**src/rtl/zx_kbd_matrix_if.sv**
```systemverilog
// PS/2 byte stream in, ZX port FEh read, help toggle and key event out.
interface zx_kbd_matrix_if;
  logic        ps2_data_clk;
  logic [7:0]  ps2_data;
  logic [15:0] A;
  logic [7:0]  D;
  logic        f1_screen;
  logic        key_event;

  modport master (
    output ps2_data_clk, ps2_data, A,
    input  D, f1_screen, key_event
  );

  modport slave (
    input  ps2_data_clk, ps2_data, A,
    output D, f1_screen, key_event
  );
endinterface

```
**src/rtl/zx_kbd_matrix.sv**
```systemverilog
// PS/2 set-2 scancodes to an 8x5 ZX key matrix; D is combinational from A, key_event 1 cycle late.
// Define ZX_EXT_KEYS_EN to map Backspace and the cursor keys as CAPS-shifted composites.
module zx_kbd_matrix #(
  parameter int         SKIP_E1 = 7,
  parameter logic [2:0] D_HIGH  = 3'b111
) (
  input logic             CLOCK_50,
  input logic             RESET_N,
  zx_kbd_matrix_if.slave  bus
);

  localparam logic [2:0] ST_IDLE = 3'd0;
  localparam logic [2:0] ST_BRK  = 3'd1;
  localparam logic [2:0] ST_EXT  = 3'd2;
  localparam logic [2:0] ST_EBRK = 3'd3;
  localparam logic [2:0] ST_SKIP = 3'd4;

  localparam logic [7:0] SKIP_LOAD = 8'(SKIP_E1);

  // One held flag per physical key; indices 0..39 are row*5+bit, the rest are aliases.
`ifdef ZX_EXT_KEYS_EN
  localparam int NK = 48;
`else
  localparam int NK = 43;
`endif

  logic [2:0]    state, next_state;
  logic [7:0]    skip_cnt, next_cnt;
  logic [NK-1:0] held;
  logic          f1_held;
  logic          f1_screen_q;
  logic          key_event_q;

  logic          key_do, key_make, key_ext;
  logic [6:0]    map;
  logic          hit, is_f1;
  logic [7:0]    b;

  logic [7:0][4:0] rows;
  logic [4:0]      sel;
  logic            unused_a;

  function automatic logic [6:0] map_code(input logic ext, input logic [7:0] code);
    logic [6:0] m;
    m = '0;
    if (!ext) begin
      case (code)
        8'h12: m = {1'b1, 6'd0};
        8'h1A: m = {1'b1, 6'd1};
        8'h22: m = {1'b1, 6'd2};
        8'h21: m = {1'b1, 6'd3};
        8'h2A: m = {1'b1, 6'd4};
        8'h1C: m = {1'b1, 6'd5};
        8'h1B: m = {1'b1, 6'd6};
        8'h23: m = {1'b1, 6'd7};
        8'h2B: m = {1'b1, 6'd8};
        8'h34: m = {1'b1, 6'd9};
        8'h15: m = {1'b1, 6'd10};
        8'h1D: m = {1'b1, 6'd11};
        8'h24: m = {1'b1, 6'd12};
        8'h2D: m = {1'b1, 6'd13};
        8'h2C: m = {1'b1, 6'd14};
        8'h16: m = {1'b1, 6'd15};
        8'h1E: m = {1'b1, 6'd16};
        8'h26: m = {1'b1, 6'd17};
        8'h25: m = {1'b1, 6'd18};
        8'h2E: m = {1'b1, 6'd19};
        8'h45: m = {1'b1, 6'd20};
        8'h46: m = {1'b1, 6'd21};
        8'h3E: m = {1'b1, 6'd22};
        8'h3D: m = {1'b1, 6'd23};
        8'h36: m = {1'b1, 6'd24};
        8'h4D: m = {1'b1, 6'd25};
        8'h44: m = {1'b1, 6'd26};
        8'h43: m = {1'b1, 6'd27};
        8'h3C: m = {1'b1, 6'd28};
        8'h35: m = {1'b1, 6'd29};
        8'h5A: m = {1'b1, 6'd30};
        8'h4B: m = {1'b1, 6'd31};
        8'h42: m = {1'b1, 6'd32};
        8'h3B: m = {1'b1, 6'd33};
        8'h33: m = {1'b1, 6'd34};
        8'h29: m = {1'b1, 6'd35};
        8'h59: m = {1'b1, 6'd36};
        8'h3A: m = {1'b1, 6'd37};
        8'h31: m = {1'b1, 6'd38};
        8'h32: m = {1'b1, 6'd39};
        8'h14: m = {1'b1, 6'd41};
`ifdef ZX_EXT_KEYS_EN
        8'h66: m = {1'b1, 6'd43};
`endif
        default: m = '0;
      endcase
    end else begin
      case (code)
        8'h5A: m = {1'b1, 6'd40};
        8'h14: m = {1'b1, 6'd42};
`ifdef ZX_EXT_KEYS_EN
        8'h6B: m = {1'b1, 6'd44};
        8'h72: m = {1'b1, 6'd45};
        8'h75: m = {1'b1, 6'd46};
        8'h74: m = {1'b1, 6'd47};
`endif
        default: m = '0;
      endcase
    end
    return m;
  endfunction

  assign b = bus.ps2_data;

  always_comb begin
    next_state = state;
    next_cnt   = skip_cnt;
    key_do     = 1'b0;
    key_make   = 1'b0;
    key_ext    = 1'b0;
    if (bus.ps2_data_clk) begin
      case (state)
        ST_IDLE: begin
          case (b)
            8'hF0: next_state = ST_BRK;
            8'hE0: next_state = ST_EXT;
            8'hE1: begin
              next_cnt   = SKIP_LOAD;
              next_state = (SKIP_LOAD == 8'd0) ? ST_IDLE : ST_SKIP;
            end
            8'hAA, 8'hFA, 8'hEE, 8'h00, 8'hFF: next_state = ST_IDLE;
            default: begin
              key_do   = 1'b1;
              key_make = 1'b1;
            end
          endcase
        end
        ST_BRK: begin
          key_do     = 1'b1;
          next_state = ST_IDLE;
        end
        ST_EXT: begin
          if (b == 8'hF0) begin
            next_state = ST_EBRK;
          end else begin
            key_do     = 1'b1;
            key_make   = 1'b1;
            key_ext    = 1'b1;
            next_state = ST_IDLE;
          end
        end
        ST_EBRK: begin
          key_do     = 1'b1;
          key_ext    = 1'b1;
          next_state = ST_IDLE;
        end
        ST_SKIP: begin
          next_cnt = skip_cnt - 8'd1;
          if (skip_cnt <= 8'd1) next_state = ST_IDLE;
        end
        default: next_state = ST_IDLE;
      endcase
    end
  end

  assign map   = map_code(key_ext, b);
  assign hit   = key_do & map[6];
  assign is_f1 = key_do & ~key_ext & (b == 8'h05);

  always_ff @(posedge CLOCK_50 or negedge RESET_N) begin
    if (!RESET_N) begin
      state       <= ST_IDLE;
      skip_cnt    <= 8'd0;
      held        <= '0;
      f1_held     <= 1'b0;
      f1_screen_q <= 1'b0;
      key_event_q <= 1'b0;
    end else begin
      state       <= next_state;
      skip_cnt    <= next_cnt;
      key_event_q <= hit | is_f1;
      if (hit) held[map[5:0]] <= key_make;
      // Typematic repeats arrive as makes with f1_held still set and must not toggle.
      if (is_f1) begin
        if (key_make) begin
          if (!f1_held) begin
            f1_screen_q <= ~f1_screen_q;
            f1_held     <= 1'b1;
          end
        end else begin
          f1_held <= 1'b0;
        end
      end
    end
  end

  always_comb begin
    for (int r = 0; r < 8; r++) rows[r] = held[r*5 +: 5];
    rows[6][0] = held[30] | held[40];
    rows[7][1] = held[36] | held[41] | held[42];
`ifdef ZX_EXT_KEYS_EN
    rows[0][0] = held[0] | (|held[47:43]);
    rows[4][0] = held[20] | held[43];
    rows[3][4] = held[19] | held[44];
    rows[4][4] = held[24] | held[45];
    rows[4][3] = held[23] | held[46];
    rows[4][2] = held[22] | held[47];
`endif
  end

  always_comb begin
    sel = '0;
    for (int r = 0; r < 8; r++) begin
      if (!bus.A[8+r]) sel = sel | rows[r];
    end
  end

  assign bus.D         = {D_HIGH, ~sel};
  assign bus.f1_screen = f1_screen_q;
  assign bus.key_event = key_event_q;
  assign unused_a      = ^bus.A[7:0];

endmodule

```
**src/flat_wrapper.sv**
```systemverilog
// flat-port wrapper written by rule: the top's interface ports become plain ports
module zx_kbd_matrix_flat 
#(
  parameter int         SKIP_E1 = 7,
  parameter logic [2:0] D_HIGH  = 3'b111
)
  (CLOCK_50, RESET_N, bus_ps2_data_clk, bus_ps2_data, bus_A, bus_D, bus_f1_screen, bus_key_event);
  zx_kbd_matrix_if bus_i ();
  input logic CLOCK_50;
  input logic RESET_N;
  input wire logic [$bits(bus_i.ps2_data_clk)-1:0] bus_ps2_data_clk;
  input wire logic [$bits(bus_i.ps2_data)-1:0] bus_ps2_data;
  input wire logic [$bits(bus_i.A)-1:0] bus_A;
  output wire logic [$bits(bus_i.D)-1:0] bus_D;
  output wire logic [$bits(bus_i.f1_screen)-1:0] bus_f1_screen;
  output wire logic [$bits(bus_i.key_event)-1:0] bus_key_event;
  assign bus_i.ps2_data_clk = bus_ps2_data_clk;
  assign bus_i.ps2_data = bus_ps2_data;
  assign bus_i.A = bus_A;
  assign bus_D = bus_i.D;
  assign bus_f1_screen = bus_i.f1_screen;
  assign bus_key_event = bus_i.key_event;
  zx_kbd_matrix #(.SKIP_E1(SKIP_E1), .D_HIGH(D_HIGH)) u_core (.CLOCK_50(CLOCK_50), .RESET_N(RESET_N), .bus(bus_i));
endmodule
```
**config.mk**
```make
export PLATFORM = sky130hd
export DESIGN_NAME = zx_kbd_matrix_flat
export DESIGN_NICKNAME = d
export VERILOG_FILES = /design/src/rtl/zx_kbd_matrix_if.sv /design/src/rtl/zx_kbd_matrix.sv /design/src/flat_wrapper.sv
export SDC_FILE = /design/constraint.sdc
export NUM_CORES = 1
export LEC_CHECK = 0
export BUFFER_PORTS_ARGS = -buffer_cell sky130_fd_sc_hd__buf_2
export CAP_MARGIN = 40
export CORE_MARGIN = 4
export CORE_UTILIZATION = 51
export DETAILED_ROUTE_END_ITERATION = 7
export PLACE_DENSITY_LB_ADDON = 0.3
export SLEW_MARGIN = 10
export SYNTH_ARGS = -nofsm -noshare
export SYNTH_HDL_FRONTEND = slang
export SYNTH_SLANG_ARGS = --single-unit
```
**constraint.sdc**
```tcl
create_clock -name CLOCK_50 -period 6.45 [get_ports CLOCK_50]
set_input_delay 1.935 -clock CLOCK_50 [delete_from_list [all_inputs] [get_ports CLOCK_50]]
set_output_delay 1.935 -clock CLOCK_50 [all_outputs]
set_load 0.01 [all_outputs]
```
==> summary.md <==
| Metric | Value |
|---|---|
| Row Count | 32 |
| DRC errors left | 0 |
| Synth Flop Type | dfrtp_1 |
| Fin nets | between 400 and 500 |
| Slowest cell delay on critical path | 0.83 ns |
| Postcts setup bufs | 0 |
| CTS clk-pin slew, worst paths | around 0.060 ns |
| Fillcell total | 704 |
| Dpl hpwl | ~7100 microns |
| Worst endpoint required time | 6.66 ns |
| Achievable frequency | a little under 200 MHz |
| Worst Path Arrival | ~5.4 ns |
| Synth cell types | just under 90 |
| Number of synthesized register bits | 57 |
| Ys Warns | 0 |
| Worst Path Buf+Inv | 2 |
| Worst setup SP type | input pin |
| DRT Pass-1 Iters | 4 |
| RD Place Congestion | between 0.9 and 1 |
| Top-count cell post-synth | dfrtp_1 |
| Sequential area share after synthesis | 34.4% |
| Critical path class | input pin to flop |
| Top cells by area, synth | dfrtp_1 34%, mux2_2 7.9%, nor2b_1 3.0% |
| Post-synthesis average cell area | 9.31 sq um |
| First DRT Iteration DRCs | between 150 and 200 |
| Min Tclk post-route | about 5.2 ns |
| Layout area overhead | 7.24% |
| Clock Skew | ~0.0046 ns |
| CTS resizes | 0 |
| Starting Density | between 50% and 60% |
| Tcrit/Tclk final | approximately four fifths |
| RSZ-0062 raised after global routing | false |
| Antenna violations before repair | 0 |
| Vias in the first global route | 3433 |
| Sequential Area | around 1400 sq um |
| First-pass GRT wire length | roughly 17000 microns |
| DIE AREA | 9650 sq um |
| Setup violators final | 0 |
| Final Routed Wirelength | ~10000 microns |
| Synth cell count leaders | 57 x dfrtp_1, 29 x inv_1, 29 x mux2_2 |
| Max Cap Viol | 0 |
| Routed wire per std cell | roughly 18 microns |
| H-tree depth | 3 |
| Cells along the critical path | buf_2 -> inv_1 -> ha_1 -> or3b_4 -> o311ai_4 -> o221ai_2 -> nor3b_1 -> nor2b_1 -> mux2_2 |
| Final antenna-violating net count | 0 |
| DP Area | between 4000 and 5000 sq um |
| Post-Syn Instances | between 400 and 500 |
| Top delay family on crit path | simple AND/OR/NAND/NOR gates |
| Leakage | 0.00195 uW |
| Crit path max fanout | 15 |
| Area occupied by multi-input gates | between 2000 and 2500 sq um |
| Die width | approximately 98 microns |
| Pin count of the biggest net entering global routing | slightly below 60 |
| Pwr dens | roughly 220 nW/um^2 |
| Post-synth EDFFs | 0 |
| VDD IR max | roughly 140 uV |
| Port Buffers | 25 |
| Final non-filler cell total | between 500 and 600 |
| Worst-Margin Slew | between 0.8 and 0.9 ns |
| Root buf cell | clkbuf_8 |
| Post-synthesis async set-or-reset flop share | 100% |
| Pins Over Slew Limit | 0 |
| Clk Latency, worst-skew pair | between 0.3 and 0.4 ns |
| Yosys top cell by area | dfrtp_1 |
| CP endpoint kind | flop |
| Cts hold-fix bufs | 0 |
| Ant. Diodes | 0 |
| GRT Overall Usage | a little over a fifth |
| Fraction of layout cells with a size suffix above 1 | 24.0% |
| Post-synthesis cell area | 4150 sq um |
| Height of the die | 98.2 microns |
| Status | complete, no violations |
| Max-slew headroom | about two fifths |
| CP max stage cell | nor3b_1 |
| Post-synth top area share | 34.4% |
| CTS tree | built |
| Vias per cell | 6.32 |
| Power consumption | between 900 and 1000 uW |
| Global route total overflow | 0 |
| Final hold vios | 0 |
| IO Pins | 37 |
| Core area | between 7000 and 8000 sq um |
| Final Cell Area | 4450 sq um |
| Placed cell count | 547 |
| Vias | ~3.5k |
| Total clock buffers created by CTS | 9 |
| Sink Count | 57 |
| Worst hold path type | flop to flop |
| Setup_tns | 0 ns |
| CTS Buffer Depth | 2 |
-- worst reg2reg max path, delay by kind of cell (launching register included) --
family          cells  cell delay [ns]
simple gates        2             1.06
compound gates      2             1.01
flops               1             0.50
mux                 1             0.35
-- cell usage in the layout, fill, tap and decap left out, drive strengths merged, types with 3 or more instances in the layout --
| cell type | count |
|---|---|
| o21ai | 12 |
| nand4 | 5 |
| nand2b | 13 |
| ha | 8 |
| a22o | 4 |
| mux2 | 31 |
| or3 | 5 |
| nor3 | 11 |
| a211oi | 3 |
| nor4 | 5 |
| clkinv | 3 |
| dfrtp | 57 |
| and2 | 3 |
| xor2 | 3 |
| or3b | 5 |
| nand3 | 15 |
| nor2b | 20 |
| and3 | 6 |
| o211ai | 3 |
| buf | 29 |
| a21oi | 24 |
| o31ai | 4 |
| nand3b | 8 |
| clkbuf | 10 |
| a221oi | 6 |
| or2 | 5 |
| a31o | 12 |
| nor3b | 3 |
| conb | 3 |
| nand2 | 17 |
| o22ai | 4 |
| nand4b | 3 |
| o41ai | 4 |
| a31oi | 3 |
| nor2 | 28 |
| xnor2 | 3 |
| a22oi | 4 |
| inv | 29 |
| mux2i | 3 |
-- final cells by class --
type | count | area share (%)
sequential | 57 | 32.0
timing repair buffer | 29 | 3.49
clock inverter | 4 | 1.01
clock buffer | 10 | 3.09
multi-input combinational | 330 | 55.0
inverter | 29 | 2.45
tap | 102 | 2.87
-- registers in the layout (all words and copies together) (netlist names) --
signal	cells
u_core.bus.f1_screen	1
u_core.bus.key_event	1
u_core.state	3
u_core.skip_cnt	8
u_core.held	43
u_core.f1_held	1
-- layer usage --
layer	track usage, %	wire length [microns]	up-vias
met2	34.3	4680	110
met5	0	0	-
met1	30.9	4640	1743
met3	4.21	566	19
li1	-	-	1674
met4	5.46	152	0
-- per-stage QoR --
step / hold WS (ns) / util [%] / setup slack, ns
final: 0.469 / 57.0 / 1.29
after global routing: 0.496 / 57.0 / 1.15
after CTS: 0.478 / 57.0 / 1.34
after detailed placement: 0.466 / 54.7 / 1.05
after global placement: 0.467 / 54.7 / 1.07
after floorplan: 0.467 / - / 1.45
-- power by group --
part	switching, uW	internal, uW
registers	32.4	394
clock network	138	183
logic	156	89.9
-- cells by family (layout without fill, tap and decap cells) --
logic type | Yosys count | after routing | synth area share [%]
simple gates | 163 | 163 | 23.8
compound gates | 116 | 116 | 21.9
buf+inv | 61 | 72 | 6.84
flops | 57 | 57 | 34.4
mux | 34 | 34 | 9.32
fa+ha+maj | 8 | 8 | 2.41
xor+xnor | 6 | 6 | 1.27
other cells | 1 | 3 | 0.0904
-- final timing paths --
| check | from | end | slack [ns] | cells after the start |
|---|---|---|---|---|
| max in group asynchronous | RESET_N | u_core.held[30]$_DFFE_PN0P_ | 4.23 | 2 |
| worst max-delay path | bus_ps2_data[1] | u_core.held[36]$_DFFE_PN0P_ | 1.29 | 9 |
| min in group asynchronous | RESET_N | u_core.skip_cnt[1]$_DFFE_PN0P_ | 1.73 | 2 |
| worst max register to register | u_core.state[0]$_DFFE_PN0P_ | u_core.held[36]$_DFFE_PN0P_ | 3.41 | 5 |
| worst min-delay path | u_core.bus.f1_screen$_DFFE_PN0P_ | u_core.bus.f1_screen$_DFFE_PN0P_ | 0.47 | 1 |
| worst min register to register | u_core.bus.f1_screen$_DFFE_PN0P_ | u_core.bus.f1_screen$_DFFE_PN0P_ | 0.47 | 1 |
No activity file was read; power rests on OpenSTA's default activity.
